==> src/rtl/ni_injector_pkg.sv <==
// ni_injector_pkg: flit, state and width definitions shared by the NI injection stage.
package ni_injector_pkg;
    localparam int DATA_W   = 32;
    localparam int LEN_W    = 4;
    localparam int PKT_ID_W = 8;
    localparam int ADDR_W   = 4;
    localparam int CNT_W    = 16;

    typedef logic [ADDR_W-1:0] PORT_ADDR_t;

    typedef enum logic [1:0] {HEAD, BODY, TAIL, HEADTAIL} FLIT_TYPE_t;

    typedef struct packed {
        FLIT_TYPE_t        flit_type;
        logic [DATA_W-1:0] payload;
    } FLIT_t;

    typedef enum logic [1:0] {NI_IDLE, NI_HEAD, NI_DATA, NI_DONE} NI_STATE_t;

    function automatic logic [DATA_W-1:0] head_payload(
        input logic [PKT_ID_W-1:0] id,
        input logic [LEN_W-1:0]    len,
        input PORT_ADDR_t          dst
    );
        return DATA_W'({id, len, dst});
    endfunction
endpackage

==> src/rtl/ni_injector_if.sv <==
// ni_injector_if: core-side descriptor/word handshakes and router-side flit link.
interface ni_injector_if;
    import ni_injector_pkg::*;
    logic              i_desc_valid;
    PORT_ADDR_t        i_desc_dst;
    logic [LEN_W-1:0]  i_desc_len;
    logic              o_desc_ready;
    logic              i_word_valid;
    logic [DATA_W-1:0] i_word_data;
    logic              o_word_ready;
    logic              i_on_off;
    logic              o_upstream_req;
    FLIT_t             o_flit;
    logic              o_busy;
    logic [CNT_W-1:0]  o_pkt_sent_cnt;

    modport master (
        output i_desc_valid, i_desc_dst, i_desc_len, i_word_valid, i_word_data, i_on_off,
        input  o_desc_ready, o_word_ready, o_upstream_req, o_flit, o_busy, o_pkt_sent_cnt
    );

    modport slave (
        input  i_desc_valid, i_desc_dst, i_desc_len, i_word_valid, i_word_data, i_on_off,
        output o_desc_ready, o_word_ready, o_upstream_req, o_flit, o_busy, o_pkt_sent_cnt
    );
endinterface

==> src/rtl/ni_word_fifo.sv <==
// ni_word_fifo: circular word buffer; pointers carry an extra wrap bit to tell full from empty.
module ni_word_fifo #(
    parameter int DEPTH = 4,
    parameter int WIDTH = 32
) (
    input  logic             clk,
    input  logic             reset_n,
    input  logic             push,
    input  logic [WIDTH-1:0] din,
    input  logic             pop,
    output logic [WIDTH-1:0] dout,
    output logic             full,
    output logic             empty
);
    localparam int AW = $clog2(DEPTH);

    logic [WIDTH-1:0] mem [DEPTH];
    logic [AW:0]      wr_ptr, rd_ptr;

    always_ff @(posedge clk or negedge reset_n) begin
        if (!reset_n) begin
            wr_ptr <= '0;
            rd_ptr <= '0;
        end else begin
            if (push) wr_ptr <= wr_ptr + 1'b1;
            if (pop) rd_ptr <= rd_ptr + 1'b1;
        end
    end

    always_ff @(posedge clk) begin
        if (push) mem[wr_ptr[AW-1:0]] <= din;
    end

    assign dout  = mem[rd_ptr[AW-1:0]];
    assign empty = wr_ptr == rd_ptr;
    assign full  = (wr_ptr[AW] != rd_ptr[AW]) && (wr_ptr[AW-1:0] == rd_ptr[AW-1:0]);
endmodule

==> src/rtl/ni_injector.sv <==
// ni_injector: segments core descriptors and buffered words into HEAD/BODY/TAIL flits
// and injects them into the router under on/off flow control.
module ni_injector
    import ni_injector_pkg::*;
#(
    parameter int FIFO_DEPTH = 4
) (
    input logic          clk,
    input logic          reset_n,
    ni_injector_if.slave ni
);
    NI_STATE_t         state, state_d;
    PORT_ADDR_t        dst_q;
    logic [LEN_W-1:0]  len_q, remaining;
    logic [PKT_ID_W-1:0] pkt_id;
    logic [CNT_W-1:0]  sent_cnt;
    logic              req_q, issue, push, pop, full, empty;
    FLIT_t             flit_q, flit_d;
    logic [DATA_W-1:0] head_word;

    assign push = ni.i_word_valid && ni.o_word_ready;
    assign pop  = issue && state == NI_DATA;

    ni_word_fifo #(.DEPTH(FIFO_DEPTH), .WIDTH(DATA_W)) u_fifo (
        .clk(clk),
        .reset_n(reset_n),
        .push(push),
        .din(ni.i_word_data),
        .pop(pop),
        .dout(head_word),
        .full(full),
        .empty(empty)
    );

    always_comb begin
        state_d = state;
        issue   = 1'b0;
        flit_d  = flit_q;
        case (state)
            NI_IDLE: state_d = ni.i_desc_valid ? NI_HEAD : NI_IDLE;
            NI_HEAD: begin
                issue  = ni.i_on_off;
                flit_d = '{flit_type: (len_q == '0) ? HEADTAIL : HEAD,
                           payload: head_payload(pkt_id, len_q, dst_q)};
                if (issue) state_d = (len_q == '0) ? NI_DONE : NI_DATA;
            end
            NI_DATA: begin
                // an empty FIFO holds the packet in place rather than emitting a bubble
                issue  = ni.i_on_off && !empty;
                flit_d = '{flit_type: (remaining == LEN_W'(1)) ? TAIL : BODY, payload: head_word};
                if (issue && remaining == LEN_W'(1)) state_d = NI_DONE;
            end
            default: state_d = NI_IDLE;
        endcase
    end

    always_ff @(posedge clk or negedge reset_n) begin
        if (!reset_n) begin
            state     <= NI_IDLE;
            dst_q     <= '0;
            len_q     <= '0;
            remaining <= '0;
            pkt_id    <= '0;
            sent_cnt  <= '0;
            req_q     <= 1'b0;
            flit_q    <= '0;
        end else begin
            state <= state_d;
            req_q <= issue;
            if (issue) flit_q <= flit_d;
            if (state == NI_IDLE && ni.i_desc_valid) begin
                dst_q <= ni.i_desc_dst;
                len_q <= ni.i_desc_len;
            end
            if (issue) remaining <= (state == NI_HEAD) ? len_q : remaining - 1'b1;
            if (state == NI_DONE) begin
                sent_cnt <= sent_cnt + 1'b1;
                pkt_id   <= pkt_id + 1'b1;
            end
        end
    end

    assign ni.o_upstream_req = req_q;
    assign ni.o_flit         = flit_q;
    assign ni.o_busy         = state != NI_IDLE;
    assign ni.o_desc_ready   = reset_n && state == NI_IDLE;
    assign ni.o_word_ready   = reset_n && !full;
    assign ni.o_pkt_sent_cnt = sent_cnt;
endmodule

==> src/flat_wrapper.sv <==
// flat-port wrapper written by rule: the top's interface ports become plain ports
module ni_injector_flat import ni_injector_pkg::*;
#(
    parameter int FIFO_DEPTH = 4
)
  (clk, reset_n, ni_i_desc_valid, ni_i_desc_dst, ni_i_desc_len, ni_i_word_valid, ni_i_word_data, ni_i_on_off, ni_o_desc_ready, ni_o_word_ready, ni_o_upstream_req, ni_o_flit, ni_o_busy, ni_o_pkt_sent_cnt);
  ni_injector_if ni_i ();
  input logic clk;
  input logic reset_n;
  input wire logic [$bits(ni_i.i_desc_valid)-1:0] ni_i_desc_valid;
  input wire logic [$bits(ni_i.i_desc_dst)-1:0] ni_i_desc_dst;
  input wire logic [$bits(ni_i.i_desc_len)-1:0] ni_i_desc_len;
  input wire logic [$bits(ni_i.i_word_valid)-1:0] ni_i_word_valid;
  input wire logic [$bits(ni_i.i_word_data)-1:0] ni_i_word_data;
  input wire logic [$bits(ni_i.i_on_off)-1:0] ni_i_on_off;
  output wire logic [$bits(ni_i.o_desc_ready)-1:0] ni_o_desc_ready;
  output wire logic [$bits(ni_i.o_word_ready)-1:0] ni_o_word_ready;
  output wire logic [$bits(ni_i.o_upstream_req)-1:0] ni_o_upstream_req;
  output wire logic [$bits(ni_i.o_flit)-1:0] ni_o_flit;
  output wire logic [$bits(ni_i.o_busy)-1:0] ni_o_busy;
  output wire logic [$bits(ni_i.o_pkt_sent_cnt)-1:0] ni_o_pkt_sent_cnt;
  assign ni_i.i_desc_valid = ni_i_desc_valid;
  assign ni_i.i_desc_dst = ni_i_desc_dst;
  assign ni_i.i_desc_len = ni_i_desc_len;
  assign ni_i.i_word_valid = ni_i_word_valid;
  assign ni_i.i_word_data = ni_i_word_data;
  assign ni_i.i_on_off = ni_i_on_off;
  assign ni_o_desc_ready = ni_i.o_desc_ready;
  assign ni_o_word_ready = ni_i.o_word_ready;
  assign ni_o_upstream_req = ni_i.o_upstream_req;
  assign ni_o_flit = ni_i.o_flit;
  assign ni_o_busy = ni_i.o_busy;
  assign ni_o_pkt_sent_cnt = ni_i.o_pkt_sent_cnt;
  ni_injector #(.FIFO_DEPTH(FIFO_DEPTH)) u_core (.clk(clk), .reset_n(reset_n), .ni(ni_i));
endmodule
==> config.mk <==
export PLATFORM = sky130hd
export DESIGN_NAME = ni_injector_flat
export DESIGN_NICKNAME = d
export VERILOG_FILES = /design/src/rtl/ni_injector_pkg.sv /design/src/rtl/ni_injector_if.sv /design/src/rtl/ni_word_fifo.sv /design/src/rtl/ni_injector.sv /design/src/flat_wrapper.sv
export SDC_FILE = /design/constraint.sdc
export NUM_CORES = 1
export LEC_CHECK = 0
export ABC_AREA = 1
export CAP_MARGIN = 20
export CORE_MARGIN = 1.5
export CORE_UTILIZATION = 58
export CTS_BUF_LIST = sky130_fd_sc_hd__clkbuf_2 sky130_fd_sc_hd__clkbuf_4 sky130_fd_sc_hd__clkbuf_8
export CTS_CLUSTER_SIZE = 28
export DETAILED_ROUTE_END_ITERATION = 8
export HOLD_SLACK_MARGIN = 0.15
export PLACE_DENSITY = 0.81
export SYNTH_ARGS = -nofsm -noshare
export SYNTH_HDL_FRONTEND = slang
export SYNTH_SLANG_ARGS = --single-unit
==> constraint.sdc <==
create_clock -name clk -period 2.97 [get_ports clk]
set_input_delay 0.594 -clock clk [delete_from_list [all_inputs] [get_ports clk]]
set_output_delay 0.594 -clock clk [all_outputs]
set_load 0.05 [all_outputs]
==> out/metrics.csv, run 1 <==
stage;metric;value;unit
placed_design;dp_hpwl;11370;µm
floorplan;design.core.area;0.01459;mm²
detailed_routing;firstDrtPassIters;7;
critical_path;cpMostUsedCell;inv_1;
power_and_ir_drop;p_seq_frac;0.379;
critical_path;cp-end-kind;output pin;
critical_path;worstSetupEndpoint;ni_o_busy;
synth;async_flop_share;0.3816;
sta;skew;0.007550;ns
power_and_ir_drop;leakage;4.370;nW
global_route;grt_pass1_vias;5883;
synth;yosys-top-cells-area;edfxtp_1 (44%), dfrtp_1 (23%), nand2_1 (11%), nand3_1 (6.3%), inv_1 (2.0%);
worst_hold_path;hp-class;in2async;
cts;clock-sinks;207;
synth;ys_seq_area_frac;0.6674;
sta;timing.fmax;0.3629;GHz
critical_path;timing.rr.end;u_core.u_fifo.mem[0][13];
global_route;grt.met1_usage;0.3153;
synth;yosys_warnings;0;
detailed_routing;drt-vias-per-instance;5.372;
sta;hold_viol;0;
cells_and_area;syn_to_final_growth;21.05;%
global_route;overflow;0;
global_route;antenna_found_initial;0;
cells_and_area;fillers;1012;
detailed_routing;vias;6049;
cells_and_area;layout_commonest_cell;nand2_1;
cts;cts_buffers;31;
power_and_ir_drop;ir_drop;520.7;µV
synth;yosys.cell_types.count;28;
cts;clkTransAtPathRegs;0.06;ns
global_route;met2_usage;0.3852;
detailed_routing;postRouteAntennaNets;0;
critical_path;slowest_delay;0.79;ns
critical_path;cp_cell_sequence;inv_1 > ha_1 > inv_1 > clkdlybuf4s50_1;
cells_and_area;fin_util;0.7236;
cts;cts_tree;yes;
cts;htreeDepth;1;
global_route;grt_pass1_wl;29180;µm
cts;worstSkewPairLatency;0.57;ns
power_and_ir_drop;powerDensity;1002;mW/mm²
outcome;status;complete, no violations;
placed_design;place_inst;1067;
cells_and_area;antenna_cells;0;
sta;timing.hold.ws;0.4605;ns
critical_path;cp_max_fo;4;
sta;rsz0062_at_grt;false;
sta;drv_slew;0;
sta;slew_headroom;0.4544;
placed_design;portBuffers;98;
critical_path;r2r_setup_slack;0.83;ns
cells_and_area;layout.nets;975;
global_route;use_met3;0.03823;
sta;post-route-min-period;2.756;ns
synth;ys_seq_elements;207;
critical_path;path_class;reg2out;
synth;yosysTopAreaCell;edfxtp_1;
power_and_ir_drop;cell_internal_pwr;6.268;mW
power_and_ir_drop;combPwrFrac;0.400;
cells_and_area;fin_cells;1126;
floorplan;dieArea;0.01578;mm²
sta;worstMarginPinSlew;0.8184;ns
power_and_ir_drop;switching_power;4.314;mW
floorplan;die_w;125.6;µm
critical_path;reg2reg_depth;7;
critical_path;critPathArrivalTime;2.16;ns
global_route;busiest_layer;met2;
synth;synth_top_area_frac;0.4407;
cts;clockBufferDepth;3;
synth;synth_edf_count;128;
placed_design;gp_congestion;0.8007;
global_route;grt_max_degree;66;
critical_path;cpMaxStageDelayCell;clkdlybuf4s50_1;
detailed_routing;wl_per_cell;15.87;µm
synth;syn_area_per_cell;10.81;µm²
cells_and_area;layout_common_cells;nand2_1 (259), edfxtp_1 (128), nand3_1 (109), clkdlybuf4s50_1 (95), dfrtp_1 (78);
synth;syn_area;0.008721;mm²
synth;synth_cells;807;
detailed_routing;wl;17880;µm
synth;synth_top_flop_cell;edfxtp_1;
floorplan;die_h;125.6;µm
critical_path;setup.worst_path.start;u_core.state[0];
power_and_ir_drop;clockPowerShare;0.222;
sta;period_share;0.9279;
detailed_routing;drc;0;
floorplan;row_count;44;
job;cap_violations;0;
synth;synth_fp_nets;865;
cts;cts_setup_buffers;0;
global_route;grtUsageTotal;0.2310;
critical_path;worstSetupStartpointType;flip-flop;
detailed_routing;drtIter0Drc;457;
power_and_ir_drop;switching_share;0.4077;
floorplan;pin_count;99;
cells_and_area;drive_gt1_frac;0.1104;
sta;setup_viol;0;
cells_and_area;multiInputGateArea;0.002541;mm²
critical_path;crit_required;2.38;ns
cells_and_area;seqCellArea;0.005822;mm²
critical_path;r2r_start;u_core.u_fifo.wr_ptr[0];
sta;finalSetupTns;0;ns
cts;cts-root-buf;clkbuf_8;
floorplan;initial_core_util;0.5978;
## logic make-up after synthesis
kind of cell    after synthesis  synth area share
compound gates               53           0.03702
xor+xnor                     20           0.02009
fa+ha+maj                    13           0.01865
buf+inv                      86           0.04491
flops                       207            0.6674
mux                           6          0.007747
simple gates                422            0.2042
## critical path, delay by kind of cell, from the launching register on
| kind | cells | cell delay (ns) |
|---|---|---|
| buf+inv | 3 | 0.94 |
| flops | 1 | 0.39 |
| fa+ha+maj | 1 | 0.26 |
## routing by layer
layer | vias to the layer above | part of all wire
met5 | - | 0
li1 | 2945 | -
met3 | 32 | 0.061
met2 | 204 | 0.50
met4 | 0 | 0.021
met1 | 2868 | 0.42
## through the flow
step	area, µm²	worst slack, ns	power (mW)
after floorplan	8721	0.2473	7.043
after global placement	9907	0.6528	8.162
after detailed placement	9907	0.6276	8.297
after CTS	10560	0.1843	10.64
after global routing	10560	0.1311	11.22
final	10560	0.2140	10.58
## cell type report
class                      count  area share
clock inverter                13    0.008415
timing repair buffer         115      0.1081
multi-input combinational    514      0.2407
inverter                      48     0.01730
tap                          184     0.02181
clock buffer                  45     0.05215
sequential                   207      0.5515
## cell usage after synthesis, types with 9 or more instances
library cell / instances
dfrtp_1: 79
buf_2: 16
o21ai_0: 17
nand2_1: 259
inv_1: 46
edfxtp_1: 128
nand4_1: 10
xor2_1: 18
o21ai_2: 13
ha_1: 13
nand3_1: 109
a21oi_1: 9
clkbuf_1: 12
nor2_1: 30
## what timing repair did
item	in CTS	in global routing
gates resized for setup	0	0
hold endpoints to repair	15	0
hold buffers	1	0
## power groups by stage
| stage | logic (mW) | registers, mW | clock network (mW) |
|---|---|---|---|
| 6_report | 4.23 | 4.01 | 2.35 |
| 5_1_grt | 4.64 | 4.07 | 2.51 |
| 4_1_cts | 4.25 | 4.01 | 2.38 |
| 3_5_place_dp | 4.24 | 4.06 | 0 |
| 3_3_place_gp | 4.12 | 4.04 | 0 |
| 2_1_floorplan | 2.34 | 4.70 | 0 |
## sequential cells by signal, indices dropped and copies added, names as in the netlist, 3 cells and up
signal and cells:
u_core.u_fifo.mem 128, u_core.remaining 4, u_core.ni.o_pkt_sent_cnt 16, u_core.u_fifo.rd_ptr 3
u_core.u_fifo.wr_ptr 3, u_core.pkt_id 8, u_core.len_q 4, u_core.ni.o_flit 34
u_core.dst_q 4
## worst min path at each step
stage	to	slack, ns	cells past startpoint
finish	u_core.ni.o_flit[31]	0.46	2
global route	u_core.ni.o_flit[25]	0.46	2
CTS	u_core.ni.o_flit[19]	0.43	2
detailed placement	u_core.ni.o_flit[3]	0.46	2
global placement	u_core.ni.o_flit[1]	0.45	2
floorplan	u_core.dst_q[0]	0.30	0
(Power assumes the default switching activity.)
==> inputs of run 2 (changes only) <==
CAP_MARGIN = 5   (was 20)
==> results of run 2 <==
Final layout, timing and power as in run 1 (identical DEF).
